[config.mk]
export PLATFORM = sky130hd
export DESIGN_NAME = trigger_gen_flat
export DESIGN_NICKNAME = d
export VERILOG_FILES = /design/src/rtl/wb_trigger_pkg.sv /design/src/rtl/trigger_gen_if.sv /design/src/rtl/us_tick_gen.sv /design/src/rtl/trigger_gen.sv /design/src/flat_wrapper.sv
export SDC_FILE = /design/constraint.sdc
export NUM_CORES = 1
export LEC_CHECK = 0
export CORE_ASPECT_RATIO = 1.5
export CORE_MARGIN = 3
export CORE_UTILIZATION = 45
export CTS_BUF_LIST = sky130_fd_sc_hd__clkbuf_4 sky130_fd_sc_hd__clkbuf_8
export CTS_CLUSTER_DIAMETER = 50
export CTS_CLUSTER_SIZE = 12
export DETAILED_ROUTE_END_ITERATION = 6
export RECOVER_POWER = 50
export SYNTH_ARGS = -nofsm -noshare
export SYNTH_HDL_FRONTEND = slang
export SYNTH_SLANG_ARGS = --single-unit
[constraint.sdc]
create_clock -name clk_in -period 2.7 [get_ports clk_in]
set_input_delay 0.54 -clock clk_in [delete_from_list [all_inputs] [get_ports clk_in]]
set_output_delay 0.54 -clock clk_in [all_outputs]
set_load 0.005 [all_outputs]
[src/rtl/wb_trigger_pkg.sv]
// Shared definitions for the wb_trigger block: ranging FSM state encoding and
// the default ultrasonic sensor timing used by the trigger, echo counter and registers.
package wb_trigger_pkg;

    typedef enum logic [2:0] {
        ST_IDLE      = 3'd0,
        ST_TRIG      = 3'd1,
        ST_WAIT_RISE = 3'd2,
        ST_WAIT_FALL = 3'd3,
        ST_HOLDOFF   = 3'd4
    } trig_state_t;

    localparam int unsigned DEF_CLK_PER_US  = 50;
    localparam int unsigned DEF_TRIG_US     = 10;
    localparam int unsigned DEF_ECHO_TMO_US = 38000;
    localparam int unsigned DEF_PERIOD_US   = 60000;

    // Value the microsecond counter holds on the tick that makes it reach `us`.
    function automatic logic [15:0] us_last(input int unsigned us);
        return 16'(us - 1);
    endfunction

endpackage

[src/rtl/trigger_gen_if.sv]
// Control/status and sensor-pin bundle of trigger_gen; the master side is the
// register layer plus sensor, the slave side is the trigger generator itself.
interface trigger_gen_if;
    import wb_trigger_pkg::*;

    // start is a request that is accepted only while busy is low (IDLE); a start
    // seen while busy is high is dropped, not queued. done/timeout are one-cycle
    // pulses and need no acknowledge.
    logic        start;
    logic        continuous;
    logic        echo_in;
    logic        trig_out;
    logic        busy;
    logic        done;
    logic        timeout;
    trig_state_t state;

    modport master (
        output start, continuous, echo_in,
        input  trig_out, busy, done, timeout, state
    );

    modport slave (
        input  start, continuous, echo_in,
        output trig_out, busy, done, timeout, state
    );

endinterface

[src/rtl/us_tick_gen.sv]
// Microsecond timebase: free-running prescaler with synchronous clear that
// raises tick for one cycle out of every CLK_PER_US clocks.
module us_tick_gen
    import wb_trigger_pkg::*;
#(
    parameter int unsigned CLK_PER_US = DEF_CLK_PER_US
) (
    input  logic clk_in,
    input  logic reset,
    input  logic clr,
    output logic tick
);

    localparam int unsigned     PW      = (CLK_PER_US > 1) ? $clog2(CLK_PER_US) : 1;
    localparam logic [PW-1:0]   PRE_MAX = PW'(CLK_PER_US - 1);

    logic [PW-1:0] pre;

    always_ff @(posedge clk_in) begin
        if (!reset) begin
            pre <= '0;
        end else if (clr || (pre == PRE_MAX)) begin
            pre <= '0;
        end else begin
            pre <= pre + 1'b1;
        end
    end

    assign tick = (pre == PRE_MAX);

endmodule

[src/rtl/trigger_gen.sv]
// Ultrasonic ranging sequencer: TRIG pulse, echo rise/fall wait with timeout,
// then hold-off until PERIOD_US has elapsed since the trigger rise.
module trigger_gen
    import wb_trigger_pkg::*;
#(
    parameter int unsigned CLK_PER_US  = DEF_CLK_PER_US,
    parameter int unsigned TRIG_US     = DEF_TRIG_US,
    parameter int unsigned ECHO_TMO_US = DEF_ECHO_TMO_US,
    parameter int unsigned PERIOD_US   = DEF_PERIOD_US
) (
    input  logic          clk_in,
    input  logic          reset,
    trigger_gen_if.slave  bus
);

    localparam logic [15:0] TRIG_LAST   = us_last(TRIG_US);
    localparam logic [15:0] TMO_LAST    = us_last(TRIG_US + ECHO_TMO_US);
    localparam logic [15:0] PERIOD_LAST = us_last(PERIOD_US);

    trig_state_t state;
    logic        trig_q;
    logic        busy_q;
    logic        done_q;
    logic        timeout_q;

    logic        echo_meta;
    logic        echo_s;

    logic        tick;
    logic        accept;
    logic [15:0] t_us;

    logic        trig_end;
    logic        tmo_hit;
    logic        period_end;

    assign accept = (state == ST_IDLE) && (bus.start || bus.continuous);

    us_tick_gen #(
        .CLK_PER_US (CLK_PER_US)
    ) u_tick (
        .clk_in (clk_in),
        .reset  (reset),
        .clr    (accept),
        .tick   (tick)
    );

    always_ff @(posedge clk_in) begin
        if (!reset) begin
            echo_meta <= 1'b0;
            echo_s    <= 1'b0;
        end else begin
            echo_meta <= bus.echo_in;
            echo_s    <= echo_meta;
        end
    end

    // Elapsed microseconds since the trigger rise; saturating so a stalled
    // cycle can never wrap back into a compare window.
    always_ff @(posedge clk_in) begin
        if (!reset) begin
            t_us <= '0;
        end else if (accept) begin
            t_us <= '0;
        end else if (tick && (t_us != 16'hFFFF)) begin
            t_us <= t_us + 16'd1;
        end
    end

    // Each limit fires on the tick that carries t_us onto it, so the state
    // change lands on the very edge where the limit is reached.
    assign trig_end   = tick && (t_us == TRIG_LAST);
    assign tmo_hit    = tick && (t_us == TMO_LAST);
    assign period_end = tick && (t_us == PERIOD_LAST);

    always_ff @(posedge clk_in) begin
        if (!reset) begin
            state     <= ST_IDLE;
            trig_q    <= 1'b0;
            busy_q    <= 1'b0;
            done_q    <= 1'b0;
            timeout_q <= 1'b0;
        end else begin
            done_q    <= 1'b0;
            timeout_q <= 1'b0;
            case (state)
                ST_IDLE: begin
                    if (accept) begin
                        state  <= ST_TRIG;
                        trig_q <= 1'b1;
                        busy_q <= 1'b1;
                    end
                end
                ST_TRIG: begin
                    if (trig_end) begin
                        state  <= ST_WAIT_RISE;
                        trig_q <= 1'b0;
                    end
                end
                ST_WAIT_RISE: begin
                    // Timeout first: a rise on the last cycle could never be timed out later.
                    if (tmo_hit) begin
                        state     <= ST_HOLDOFF;
                        done_q    <= 1'b1;
                        timeout_q <= 1'b1;
                    end else if (echo_s) begin
                        state <= ST_WAIT_FALL;
                    end
                end
                ST_WAIT_FALL: begin
                    if (!echo_s) begin
                        state  <= ST_HOLDOFF;
                        done_q <= 1'b1;
                    end else if (tmo_hit) begin
                        state     <= ST_HOLDOFF;
                        done_q    <= 1'b1;
                        timeout_q <= 1'b1;
                    end
                end
                ST_HOLDOFF: begin
                    if (period_end) begin
                        state  <= ST_IDLE;
                        busy_q <= 1'b0;
                    end
                end
                default: begin
                    state  <= ST_IDLE;
                    trig_q <= 1'b0;
                    busy_q <= 1'b0;
                end
            endcase
        end
    end

    assign bus.trig_out = trig_q;
    assign bus.busy     = busy_q;
    assign bus.done     = done_q;
    assign bus.timeout  = timeout_q;
    assign bus.state    = state;

endmodule

[src/flat_wrapper.sv]
// flat-port wrapper written by rule: the top's interface ports become plain ports
module trigger_gen_flat import wb_trigger_pkg::*;
#(
    parameter int unsigned CLK_PER_US  = DEF_CLK_PER_US,
    parameter int unsigned TRIG_US     = DEF_TRIG_US,
    parameter int unsigned ECHO_TMO_US = DEF_ECHO_TMO_US,
    parameter int unsigned PERIOD_US   = DEF_PERIOD_US
)
  (clk_in, reset, bus_start, bus_continuous, bus_echo_in, bus_trig_out, bus_busy, bus_done, bus_timeout, bus_state);
  trigger_gen_if bus_i ();
  input  logic clk_in;
  input  logic reset;
  input wire logic [$bits(bus_i.start)-1:0] bus_start;
  input wire logic [$bits(bus_i.continuous)-1:0] bus_continuous;
  input wire logic [$bits(bus_i.echo_in)-1:0] bus_echo_in;
  output wire logic [$bits(bus_i.trig_out)-1:0] bus_trig_out;
  output wire logic [$bits(bus_i.busy)-1:0] bus_busy;
  output wire logic [$bits(bus_i.done)-1:0] bus_done;
  output wire logic [$bits(bus_i.timeout)-1:0] bus_timeout;
  output wire logic [$bits(bus_i.state)-1:0] bus_state;
  assign bus_i.start = bus_start;
  assign bus_i.continuous = bus_continuous;
  assign bus_i.echo_in = bus_echo_in;
  assign bus_trig_out = bus_i.trig_out;
  assign bus_busy = bus_i.busy;
  assign bus_done = bus_i.done;
  assign bus_timeout = bus_i.timeout;
  assign bus_state = bus_i.state;
  trigger_gen #(.CLK_PER_US(CLK_PER_US), .TRIG_US(TRIG_US), .ECHO_TMO_US(ECHO_TMO_US), .PERIOD_US(PERIOD_US)) u_core (.clk_in(clk_in), .reset(reset), .bus(bus_i));
endmodule
Yosys cells after proc, flatten, opt, wreduce, memory -nomap -nowiden
Index checks and enable logic that the tools add are counted. W data, S select, Z words.

Register bits: 31. Output and inout port bits: 7. Word-level logic and storage cells: 61.

$add $sub $neg: 2. Equality and inequality tests: 14. Muxes and demuxes: 18. Bitwise gates (word level): 3. Reductions and logical operators: 15.

Operator list (number): $eq A16 B16 Y1 const B (2); $mux W3 (7); $add A16 B1 Y16 const B (1); $eq A16 B4 Y1 const B (1); $ne A16 B16 Y1 const B (1); $pmux W3 S5 (1); $add A6 B1 Y6 const B (1); $eq A3 B2 Y1 const B (2); $eq A6 B6 Y1 const B (1); $mux W1 (6); $pmux W1 S3 (2); $reduce_and A3 Y1 (2); $reduce_or A3 Y1 (2); $logic_and A1 B1 Y1 (5); $reduce_and A5 Y1 (1); $ne A2 B1 Y1 const B (2); $pmux W1 S2 (2); $reduce_or A2 Y1 (2); $eq A3 B1 Y1 const B (1); $eq A3 B3 Y1 const B (1); $logic_not A3 Y1 (1); $ne A3 B1 Y1 const B (1); $ne A3 B3 Y1 const B (1); $not A1 Y1 (3); 2 further kinds (3).

Longest topological paths before layout
Gate-level depths: netlist (run 1).

Word-level depth: 5. Depth in mapped cells: 7. Depth with buffers taken out: 6.

Hierarchy
From an unflattened synthesis (run 1), not the netlist that was laid out.

Cell total of the unflattened synthesis: 190. Area total of the unflattened synthesis: 1637.8 um2.

Modules (own cells, without submodules): trigger_gen (times used 1, cells each 162, area an instance 1350.0 um2, sequential area each 500.5 um2); us_tick_gen (times used 1, cells each 28, area an instance 287.8 um2, sequential area each 120.1 um2).

Worst setup path before layout (run 1)
No wires, ideal clock.

Path kind: register to register. From: register u_core.u_tick.pre[0]. To: register u_core.state[1] (netlist: u_core.bus.state[1]). Arrival: 1.550 ns. Data required time: 2.626 ns. Setup slack: 1.076 ns. Cell stages (with the launch flop): 6. Clock period less this slack: 1.624 ns. Cell sequence: dfxtp_1 -> ha_1 -> nor4bb_1 -> nand2_1 -> or4_1 -> o21ai_0.

Longest elaborated chain between the ends: 4. Elaborated cells on any way between the ends: 11. Classes of those cells: 5 x eq/ne; 2 x mux; 4 x reduce/logical.

RTL lines: start, declared (RTL line us_tick_gen.sv:17) `logic [PW-1:0] pre;`; start signal, assigned (RTL line us_tick_gen.sv:25) `pre <= pre + 1'b1;`; $eq A6 B6 Y1 (*) (RTL line us_tick_gen.sv:29) `assign tick = (pre == PRE_MAX);`; $logic_and A1 B1 Y1 (on tied branches) (RTL line trigger_gen.sv:73, trigger_gen.sv:72, trigger_gen.sv:74); $ne A3 B3 Y1 (no source line) (tied with other cells); $reduce_and A5 Y1 (no source line) / $pmux W3 S5 (equally long branches); end signal, assigned (RTL line trigger_gen.sv:78) `state <= ST_IDLE;`; end signal, assigned (RTL line trigger_gen.sv:89) `state <= ST_TRIG;`; end signal, assigned (RTL line trigger_gen.sv:96) `state <= ST_WAIT_RISE;`; end, declared (RTL line trigger_gen.sv:20) `trig_state_t state;`.

Mark *: on every way between the ends. The rest lies on a longest branch, timed or not. A chain may end at the register's enable or synchronous reset.

==> results of run 1 <==
critical path, cell delays in order:
cell and delay, ps:
dlygate4sd3_1 630, nor2b_1 320, nand3b_1 150, or4_1 420, o21ai_0 80
path summary, 6_finish.rpt:
kind              slack (ps)                       startpoint  cells past startpoint                          endpoint
setup / recovery         760                            reset                      5  u_core.bus.state[1]$_SDFFE_PN0P_
hold / removal           440      u_core.echo_meta$_SDFF_PN0_                      1          u_core.echo_s$_SDFF_PN0_
setup reg to reg         870  u_core.u_tick.pre[0]$_SDFF_PP0_                      5  u_core.bus.state[1]$_SDFFE_PN0P_
hold reg to reg          440      u_core.echo_meta$_SDFF_PN0_                      1          u_core.echo_s$_SDFF_PN0_
metal layers:
| layer | wire length, µm | part of all wire [%] | global-route usage, % | up-vias |
|---|---|---|---|---|
| met5 | 0 | 0 | 0 | - |
| met4 | 27 | 0.71 | 4.75 | 0 |
| met3 | 138 | 3.6 | 4.29 | 4 |
| met2 | 1940 | 51 | 33.7 | 24 |
| met1 | 1680 | 44 | 22.3 | 749 |
| li1 | - | - | - | 754 |
flip-flops by register name (all words and copies together) (netlist names):
| signal | cells |
|---|---|
| u_core.echo_meta | 1 |
| u_core.bus.busy | 1 |
| u_core.bus.done | 1 |
| u_core.t_us | 16 |
| u_core.bus.trig_out | 1 |
| u_core.u_tick.pre | 6 |
| u_core.bus.timeout | 1 |
| u_core.bus.state | 3 |
| u_core.echo_s | 1 |
power by group through the flow:
| stage | sequential [mW] | combinational (mW) | clock, mW |
|---|---|---|---|
| floorplan | 0.485 | 0.0444 | 0 |
| global route | 0.478 | 0.0821 | 0.438 |
| global placement | 0.486 | 0.0731 | 0 |
| detailed placement | 0.486 | 0.0760 | 0 |
| CTS | 0.476 | 0.0760 | 0.421 |
| finish | 0.476 | 0.0730 | 0.412 |
cells by family (layout without fill, tap and decap cells):
logic type | after synthesis | in the layout | synth area share (%)
and+or+nand+nor | 95 | 95 | 34.5
AOI/OAI and AO/OA | 40 | 40 | 16.7
DFF | 31 | 31 | 36.6
buffers and inverters | 12 | 27 | 4.80
adders and majority gates | 4 | 4 | 2.95
xor gates and xnor gates | 4 | 4 | 2.07
muxes | 4 | 4 | 2.36
metrics by stage:
stage	utilization [%]	power, mW	cell area [µm²]
final	54.5	0.961	1920
after global placement	51.6	0.559	1810
after detailed placement	51.6	0.562	1810
after floorplan	-	0.529	1700
after global routing	54.5	0.998	1920
after CTS	54.6	0.973	1920
layout by cell type, fill, tap and decap left out, types with 4 or more instances in the layout:
cell type        instances
or4_1                    9
dfxtp_1                 31
clkdlybuf4s50_1          4
a21oi_1                  9
nand4_1                  7
o31ai_1                 12
clkbuf_8                 7
nand3_1                 10
ha_1                     4
nand2_1                 18
nor2_1                  13
inv_1                    6
dlygate4sd3_1            7
mux2i_1                  4
final cells by class:
class,count,area [µm²]
well taps,42,52.6
inverters,6,22.5
multi-input cells,147,991
repair buffers,13,125
clock buffers,8,104
fillers,334,1600
flip-flops and latches,31,621
==> results.rst, run 1 <==
.. list-table::
   :header-rows: 1

   * - Metric
     - Value
   * - VDD IR-drop max
     - 0.344 mV
   * - Part of the Yosys area used for sequential elements
     - 36.6%
   * - First drt pass iteration count
     - 4
   * - Yosys reg bits
     - 31
   * - DRC marker count from the first detailed-route iteration
     - 40
   * - PwrDens
     - 502 nW/µm²
   * - Number of instances in the placed design
     - 239
   * - Top_reg_cell synth
     - dfxtp_1
   * - Max_slew headroom
     - 65.2%
   * - Largest area contributor in the synthesized netlist
     - dfxtp_1
   * - DP Wirelength
     - 2790 µm
   * - Number of buffers on the longest clock path
     - 2
   * - Fin crit share
     - 71.8%
   * - Top cells by instance count after synthesis
     - dfxtp_1, nand2_1, nor2_1, o31ai_1, nand3_1
   * - Total number of vias
     - 1531
   * - GPL Wtd Cong
     - 0.883
   * - Worst clock skew on the final layout
     - 3.80 ps
   * - Share of post-route cells with drive strength above 1
     - 11.7%
   * - Final number of max-transition violations
     - 0
   * - Via count of the first global-routing pass
     - 1495
   * - Required time at the endpoint of the critical path
     - 2910 ps
   * - Unrepaired setup endpoints after global routing
     - false
   * - Placeable Area
     - 3510 µm²
   * - Clock-pin slew reported for the worst setup and hold paths after clock tree synthesis
     - 70 ps
   * - TritonCTS Buffers
     - 5
   * - Area of the die
     - 4560 µm²
   * - Height of the die
     - 81.2 µm
   * - Die span in x
     - 56.1 µm
   * - Post-CTS setup buffer count
     - 0
   * - Final setup vio count
     - 0
   * - Post-Route WL
     - 3780 µm
   * - Syn Inst Count
     - 190
   * - Clock insertion delay at the later pin of the skew report
     - 280 ps
   * - CP max FO
     - 7
   * - Warnings, synthesis
     - 0
   * - Result of the run
     - finished clean
   * - Setup_tns
     - 0 ps
   * - First-pass GRT wire length
     - 6830 µm
   * - Total nets after synthesis
     - 199
   * - Average vias per placed instance
     - 6.20
   * - Minimum clock period
     - 1940 ps
   * - Aggregate global-route resource usage
     - 18.7%
   * - Post-synth EDFFs
     - 0
   * - Effective utilization at floorplan
     - 48.3%
   * - Leakage power total
     - 0.613 nW
   * - Relative contribution of combinational cells to total power
     - 7.6%
   * - Arr. time, crit path
     - 2150 ps
   * - Internal Power
     - 744 µW
   * - Count of non-filler cells in the finished layout
     - 247
   * - Port-buffer cells
     - 11
   * - DR WL/cell
     - 15.3 µm
   * - Final routed DRC violation total
     - 0
   * - Antenna violations before repair
     - 0
   * - Post_cts resized
     - 0
   * - Number of maximum-capacitance violations
     - 0
   * - Number of inserted diodes
     - 0
   * - Critical Path Sink Type
     - flop
   * - Pin count of the biggest net entering global routing
     - 22
   * - Cell with the most instances after synthesis
     - dfxtp_1
   * - # H-tree levels
     - 2
   * - Actual transition at the worst max-transition pin
     - 508 ps
   * - Category of the worst setup path launch point
     - input pin
   * - Fmax
     - 516 MHz
   * - Clock network power share
     - 42.9%
   * - Hold Violations, Final
     - 0
   * - Seq pwr share
     - 49.5%
   * - Syn_area_per_cell
     - 8.92 µm²
   * - Grt total ovfl
     - 0
   * - NetSw
     - 218 µW
   * - FP Rows
     - 26
   * - Final Hold Slack
     - 439 ps
   * - Fin nets
     - 213
   * - Startpoint-to-endpoint class of the critical path
     - in -> reg
   * - CTS Hold Buffers Added
     - 0
   * - Post-synth ARST share
     - 0%
   * - Buffer type at the clock tree root
     - clkbuf_8
   * - Fraction of post-synthesis cell area in the top cell type by area
     - 36.6%
   * - TritonCTS clock tree
     - done
   * - Clk sinks
     - 31
   * - Summed instance area of the synthesized netlist
     - 1700 µm²
   * - Layout-stage area growth over the synthesis result
     - 13.0%
   * - Number of different library cells in the post-synthesis netlist
     - 53
   * - Most area-consuming cells after synthesis
     - dfxtp_1, o31ai_1, nand2_1
   * - PnR worst setup slack
     - 760 ps
   * - Sw Ratio
     - 22.6%
   * - Remaining antenna violation count after routing
     - 0
   * - Count of pins on the block boundary
     - 12
   * - Pre-CTS worst setup slack
     - 555 ps
   * - HP Class
     - reg -> reg
(Power assumes the default switching activity.)
==> inputs of run 2 (changes only) <==
clock period = 1.9 ns   (was 2.7 ns; I/O delays follow)
==> run 2 against run 1 <==
Compared with the run above:
- clock-buffer cell count is 2 lower
- clock skew shrank 2.3 ps
- routed wire length increased by 0.90%
- global-route usage is 0.31 points higher
- critical endpoint is now u_core.t_us[5]$_SDFFE_PP0P_
- largest power group unchanged
==> results.rst, run 2 (same netlist as run 1, synthesis figures left out) <==
.. list-table::
   :header-rows: 1

   * - Metric
     - Value
   * - Result of the run
     - finished clean
   * - First drt pass iteration count
     - 4 (unchanged)
   * - Top flop regs
     - u_core.t_us x16, u_core.u_tick.pre x6, u_core.bus.state x3
   * - Family with the most delay on the worst path
     - simple AND/OR/NAND/NOR gates
   * - Final routed DRC violation total
     - 0 (unchanged)
   * - Via count of the first global-routing pass
     - 1492 (-0.20%)
   * - Hold Violations, Final
     - 0 (unchanged)
   * - Largest register by flop count
     - u_core.t_us
   * - Post_cts resized
     - 0 (unchanged)
   * - Internal Power
     - 1.00 mW (+35%)
   * - CTS Hold Buffers Added
     - 0 (unchanged)
   * - Count of pins on the block boundary
     - 12 (unchanged)
   * - Max FFs per register
     - 16 (unchanged)
   * - Leading cell type in the layout, fill and taps excluded
     - dfxtp_1
   * - Max_slew headroom
     - 65.2% (about the same)
   * - Final number of max-transition violations
     - 0 (unchanged)
   * - Cell chain of the critical path
     - ha_1 > nand4_1 > nor4_2 > buf_4 > or4_1 > a21oi_2
   * - Area of the die
     - 4560 µm² (unchanged)
   * - Final setup vio count
     - 0 (unchanged)
   * - Core occupancy in the finished layout
     - 55.6% (+1.1 points)
   * - PwrDens
     - 669 nW/µm² (+33%)
   * - Clock insertion delay at the later pin of the skew report
     - 280 ps (about the same)
   * - # H-tree levels
     - 2 (unchanged)
   * - Crit path max-delay cell type
     - or4_1
   * - HP Class
     - reg -> reg
   * - Number of inserted diodes
     - 0 (unchanged)
   * - Buffer type at the clock tree root
     - clkbuf_8
   * - Port-buffer cells
     - 11 (unchanged)
   * - Leakage power total
     - 0.622 nW (+1.4%)
   * - Fmax
     - 564 MHz
   * - Category of the worst setup path launch point
     - flop
   * - Largest stage delay on the critical path
     - 500 ps (-130 ps)
   * - Fin nets
     - 218 (+2.3%)
   * - Die span in x
     - 56.1 µm (unchanged)
   * - Relative contribution of combinational cells to total power
     - 8.4% (+0.8 points)
   * - TritonCTS clock tree
     - done
   * - Fin crit share
     - 93.4%
   * - FP Rows
     - 26 (unchanged)
   * - Share of post-route cells with drive strength above 1
     - 14.4% (+2.6 points)
   * - Effective utilization at floorplan
     - 48.3% (unchanged)
   * - Unrepaired setup endpoints after global routing
     - true
   * - Antenna violations before repair
     - 0 (unchanged)
   * - Layout-stage area growth over the synthesis result
     - 15.2%
   * - Final Hold Slack
     - 470 ps (+31.0 ps)
   * - GPL Wtd Cong
     - 0.925 (+4.8%)
   * - Actual transition at the worst max-transition pin
     - 520 ps (+12.1 ps)
   * - DR WL/cell
     - 15.2 µm (-0.71%)
   * - Number of buffers on the longest clock path
     - 2 (unchanged)
   * - Seq pwr share
     - 51.8% (+2.3 points)
   * - Average vias per placed instance
     - 6.05 (-2.4%)
   * - Minimum clock period
     - 1770 ps
   * - Critical Path Sink Type
     - flop
   * - Arr. time, crit path
     - 2000 ps (-150 ps)
   * - Number of maximum-capacitance violations
     - 0 (unchanged)
   * - Aggregate global-route resource usage
     - 19.0% (+0.31 points)
   * - Clock-pin slew reported for the worst setup and hold paths after clock tree synthesis
     - 60 ps (about the same)
   * - Remaining antenna violation count after routing
     - 0 (unchanged)
   * - VDD IR-drop max
     - 0.461 mV (+34%)
   * - Total number of vias
     - 1519 (-0.78%)
   * - DRC marker count from the first detailed-route iteration
     - 35 (-13%)
   * - Worst clock skew on the final layout
     - 1.48 ps (-2.32 ps)
   * - Commonest cells after routing, fill and taps aside
     - dfxtp_1, nand2_1, nor2_1
   * - TritonCTS Buffers
     - 5 (unchanged)
   * - Total of fill cells in the finished design
     - 322 (-3.6%)
   * - NetSw
     - 305 µW (+40%)
   * - Clk sinks
     - 31 (unchanged)
   * - Pin count of the biggest net entering global routing
     - 22 (unchanged)
   * - Height of the die
     - 81.2 µm (unchanged)
   * - Required time at the endpoint of the critical path
     - 2120 ps (-790 ps)
   * - Placeable Area
     - 3510 µm² (unchanged)
   * - Post-CTS setup buffer count
     - 0 (unchanged)
   * - Post-Route WL
     - 3820 µm (+0.90%)
   * - First-pass GRT wire length
     - 6830 µm (unchanged)
   * - Setup_tns
     - 0 ps (unchanged)
   * - Startpoint-to-endpoint class of the critical path
     - reg -> reg
   * - Grt total ovfl
     - 0 (unchanged)
   * - CP max FO
     - 21 (+14)
   * - DP Wirelength
     - 2900 µm (+4.2%)
   * - Sw Ratio
     - 23.4% (+0.74 points)
   * - Buf/Inv on CP
     - 1 (unchanged)
   * - Clock network power share
     - 39.9% (-3.0 points)
==> run 2: layout make-up <==
type                            count  area (µm²)  share of cell area [%]
Timing Repair Buffer               18         159                    8.14
Sequential cell                    31         621                    31.8
Clock buffer                        6        82.6                    4.23
Multi-Input combinational cell    147        1010                    51.8
Inverter                            6        22.5                    1.15
Tap cell                           42        52.6                    2.69
Clock inverter                      1        5.00                   0.256
==> run 2: final timing paths <==
kind                                                       from                               to  slack (ps)  cells past startpoint
worst max-delay path                u_core.t_us[0]$_SDFFE_PP0P_      u_core.t_us[5]$_SDFFE_PP0P_         130                      6
worst min-delay path            u_core.u_tick.pre[0]$_SDFF_PP0_  u_core.u_tick.pre[0]$_SDFF_PP0_         470                      1
worst max register to register      u_core.t_us[0]$_SDFFE_PP0P_      u_core.t_us[5]$_SDFFE_PP0P_         130                      6
worst min register to register  u_core.u_tick.pre[0]$_SDFF_PP0_  u_core.u_tick.pre[0]$_SDFF_PP0_         470                      1
==> run 2: per-stage QoR <==
stage               total power [mW]  area (µm²)  std cells  setup WS, ps
floorplan                      0.752        1700        190           276
global placement               0.803        1850        244           160
detailed placement             0.805        1850        244           125
CTS                             1.34        1940        251           102
global route                    1.37        1950        251         -3.34
finish                          1.31        1950        251           126
==> run 2: power by group through the flow <==
stage	combinational [mW]	sequential (mW)	clock, mW
final	0.109	0.676	0.521
after global placement	0.112	0.691	0
after CTS	0.115	0.676	0.544
after detailed placement	0.113	0.691	0
after floorplan	0.0631	0.689	0
after global routing	0.122	0.678	0.571
==> run 2: per-layer routing <==
layer,track usage [%],share of wire [%]
met2,34.3,50
met5,0,0
met4,8.55,2.6
met1,21.0,44
met3,4.45,3.6
==> run 2: worst register-to-register path, delay by kind of cell, from the launching register on <==
kind / cells / cell delay, ps
AOI/OAI and AO/OA: 1 / 140
adders and majority gates: 1 / 240
buffers and inverters: 1 / 200
DFF: 1 / 350
and+or+nand+nor: 3 / 780
==> inputs of run 3 (changes only) <==
REMOVE_ABC_BUFFERS = 1   (was default)
clock period = 2.1 ns   (was 1.9 ns; I/O delays follow)
==> run 3 against run 2 <==
Compared with the run above:
- non-clock buffer count decreased by 4
- worst setup slack improved by 96 ps
- total power decreased by 4.8%
- register-to-register slack improved by 96 ps
==> results.rst, run 3 (same netlist as run 1, synthesis figures left out) <==
.. list-table::
   :header-rows: 1

   * - Metric
     - Value
   * - Result of the run
     - finished clean
   * - Number of buffers on the longest clock path
     - 2 (unchanged)
   * - Pin count of the biggest net entering global routing
     - 22 (unchanged)
   * - First-pass GRT wire length
     - 6530 µm (-4.3%)
   * - Final number of max-transition violations
     - 0 (unchanged)
   * - Seq pwr share
     - 49.2% (-2.6 points)
   * - Fin crit share
     - 89.4% (-3.9 points)
   * - Placeable Area
     - 3510 µm² (unchanged)
   * - Effective utilization at floorplan
     - 48.3% (unchanged)
   * - Clock-pin slew reported for the worst setup and hold paths after clock tree synthesis
     - 60 ps (about the same)
   * - Relative contribution of combinational cells to total power
     - 7.7% (-0.7 points)
   * - DP Wirelength
     - 2760 µm (-5.1%)
   * - Critical Path Sink Type
     - flop
   * - Unrepaired setup endpoints after global routing
     - false
   * - Minimum clock period
     - 1880 ps (+104 ps)
   * - Critical register-to-register path endpoint
     - u_core.bus.state[1]$_SDFFE_PN0P_
   * - Worst-case register-to-register setup slack
     - 220 ps (+100 ps)
   * - Fin nets
     - 214 (-1.8%)
   * - Register area
     - 621 µm² (unchanged)
   * - Endpoint, Worst Hold
     - u_core.echo_s$_SDFF_PN0_
   * - PwrDens
     - 646 nW/µm² (-3.3%)
   * - Clock insertion delay at the later pin of the skew report
     - 290 ps (about the same)
   * - Combined area of the multi-input logic cells
     - 991 µm² (-2.0%)
   * - Post-CTS setup buffer count
     - 0 (unchanged)
   * - CP max FO
     - 4 (-81%)
   * - Crit path max-delay cell type
     - or4_1
   * - Required time at the endpoint of the critical path
     - 2320 ps (+200 ps)
   * - TritonCTS clock tree
     - done
   * - VDD IR-drop max
     - 0.442 mV (-4.3%)
   * - DRC marker count from the first detailed-route iteration
     - 59 (+69%)
   * - Max FFs per register
     - 16 (unchanged)
   * - Startpoint of the worst register-to-register path
     - u_core.u_tick.pre[0]$_SDFF_PP0_
   * - Layout-stage area growth over the synthesis result
     - 13.4%
   * - Startpoint-to-endpoint class of the critical path
     - reg -> reg
   * - Buf/Inv on CP
     - 0 (-1)
   * - Category of the worst setup path launch point
     - flop
   * - Hold Violations, Final
     - 0 (unchanged)
   * - Average vias per placed instance
     - 6.07 (+0.28%)
   * - Antenna violations before repair
     - 0 (unchanged)
   * - Total number of vias
     - 1505 (-0.92%)
   * - Share of post-route cells with drive strength above 1
     - 11.7% (-2.7 points)
   * - Largest register by flop count
     - u_core.t_us
   * - Worst Min Path Start
     - u_core.echo_meta$_SDFF_PN0_
   * - Number of maximum-capacitance violations
     - 0 (unchanged)
   * - Area of the die
     - 4560 µm² (unchanged)
   * - Actual transition at the worst max-transition pin
     - 478 ps (-42.1 ps)
   * - Grt total ovfl
     - 0 (unchanged)
   * - Clk sinks
     - 31 (unchanged)
   * - TritonCTS Buffers
     - 5 (unchanged)
   * - Internal Power
     - 957 µW (-4.3%)
   * - First drt pass iteration count
     - 4 (unchanged)
   * - Worst clock skew on the final layout
     - 4.81 ps (+3.33 ps)
   * - Cell chain of the critical path
     - ha_1 > nor4bb_1 > nand2_1 > or4_1 > o21ai_0
   * - Number of inserted diodes
     - 0 (unchanged)
   * - GPL Wtd Cong
     - 0.872 (-5.8%)
   * - NetSw
     - 286 µW (-6.4%)
   * - Total power consumption of the routed design
     - 1.24 mW (-4.8%)
   * - Leading cell type in the layout, fill and taps excluded
     - dfxtp_1
   * - Remaining antenna violation count after routing
     - 0 (unchanged)
   * - Number of cells on the worst hold path
     - 1 (unchanged)
   * - Clock network power share
     - 43.1% (+3.2 points)
   * - # H-tree levels
     - 2 (unchanged)
   * - Largest stage delay on the critical path
     - 540 ps (+40 ps)
   * - Post_cts resized
     - 0 (unchanged)
   * - Top flop regs
     - u_core.t_us x16, u_core.u_tick.pre x6, u_core.bus.state x3
   * - Sw Ratio
     - 23.0% (-0.38 points)
   * - Family with the most delay on the worst path
     - simple AND/OR/NAND/NOR gates
   * - Arr. time, crit path
     - 2090 ps (+90 ps)
   * - DR WL/cell
     - 15.2 µm (-0.14%)
   * - R2R cell count
     - 5 (-1)
   * - FP Rows
     - 26 (unchanged)
   * - Final setup vio count
     - 0 (unchanged)
   * - Post-Route WL
     - 3770 µm (-1.3%)
   * - Leakage power total
     - 0.621 nW (about the same)
   * - Count of pins on the block boundary
     - 12 (unchanged)
   * - Buffer type at the clock tree root
     - clkbuf_8
   * - Commonest cells after routing, fill and taps aside
     - dfxtp_1, nand2_1, nor2_1
   * - Final Hold Slack
     - 452 ps (-18.2 ps)
   * - Aggregate global-route resource usage
     - 18.1% (-0.88 points)
   * - CTS Hold Buffers Added
     - 0 (unchanged)
   * - HP Class
     - reg -> reg
   * - Die span in x
     - 56.1 µm (unchanged)
   * - Fmax
     - 532 MHz (-5.6%)
   * - Port-buffer cells
     - 11 (unchanged)
   * - Via count of the first global-routing pass
     - 1450 (-2.8%)
   * - Height of the die
     - 81.2 µm (unchanged)
   * - Core occupancy in the finished layout
     - 54.7% (-0.85 points)
   * - Total of fill cells in the finished design
     - 337 (+4.7%)
   * - Max_slew headroom
     - 67.3% (+2.1 points)
   * - Final routed DRC violation total
     - 0 (unchanged)
==> run 3: changes by cell type in the layout (fill, tap and decap cells not counted), sizes merged <==
cell and change:
buf -3, clkbuf +1, clkdlybuf4s50 -3, clkinv -1
dlygate4sd3 +3
==> run 3: per-stage QoR <==
stage                     cell area [µm²]  setup TNS [ps]  cells  setup WS (ps)
after floorplan                      1640           -30.3    184          -14.6
after global placement               1820               0    240            277
after detailed placement             1820               0    240            186
after CTS                            1930               0    248            228
after global routing                 1920               0    248           87.0
final                                1920               0    248            222
==> run 3: layer usage <==
| layer | vias up | track usage, % | routed length [µm] |
|---|---|---|---|
| met5 | - | 0 | 0 |
| met4 | 0 | 9.98 | 91 |
| met3 | 9 | 4.13 | 98 |
| met2 | 21 | 31.6 | 1900 |
| met1 | 728 | 20.3 | 1680 |
| li1 | 747 | - | - |
==> run 3: final cells by class <==
cell class              count  share of cell area, %
well taps                  42                   2.73
inverters                   6                   1.17
repair buffers             14                   6.90
flip-flops and latches     31                   32.3
clock buffers               8                   5.40
multi-input cells         147                   51.5
==> run 3: worst max-delay path by stage <==
stage                               startpoint                          endpoint  slack (ps)  depth (start not counted)
2_1_floorplan      u_core.t_us[1]$_SDFFE_PP0P_       u_core.t_us[3]$_SDFFE_PP0P_         -10                          5
3_3_place_gp                             reset  u_core.bus.state[1]$_SDFFE_PN0P_         280                          5
3_5_place_dp                    bus_continuous   u_core.u_tick.pre[3]$_SDFF_PP0_         190                          5
4_1_cts        u_core.u_tick.pre[0]$_SDFF_PP0_  u_core.bus.state[1]$_SDFFE_PN0P_         230                          5
5_1_grt        u_core.u_tick.pre[0]$_SDFF_PP0_  u_core.bus.state[1]$_SDFFE_PN0P_          90                          5
6_report       u_core.u_tick.pre[0]$_SDFF_PP0_  u_core.bus.state[1]$_SDFFE_PN0P_         220                          5
==> run 3: power groups by stage <==
stage	clock network (mW)	registers, mW	logic (mW)
4_1_cts	0.542	0.613	0.0993
3_3_place_gp	0	0.625	0.0960
5_1_grt	0.565	0.614	0.109
2_1_floorplan	0	0.623	0.0545
6_report	0.536	0.611	0.0956
3_5_place_dp	0	0.626	0.0989
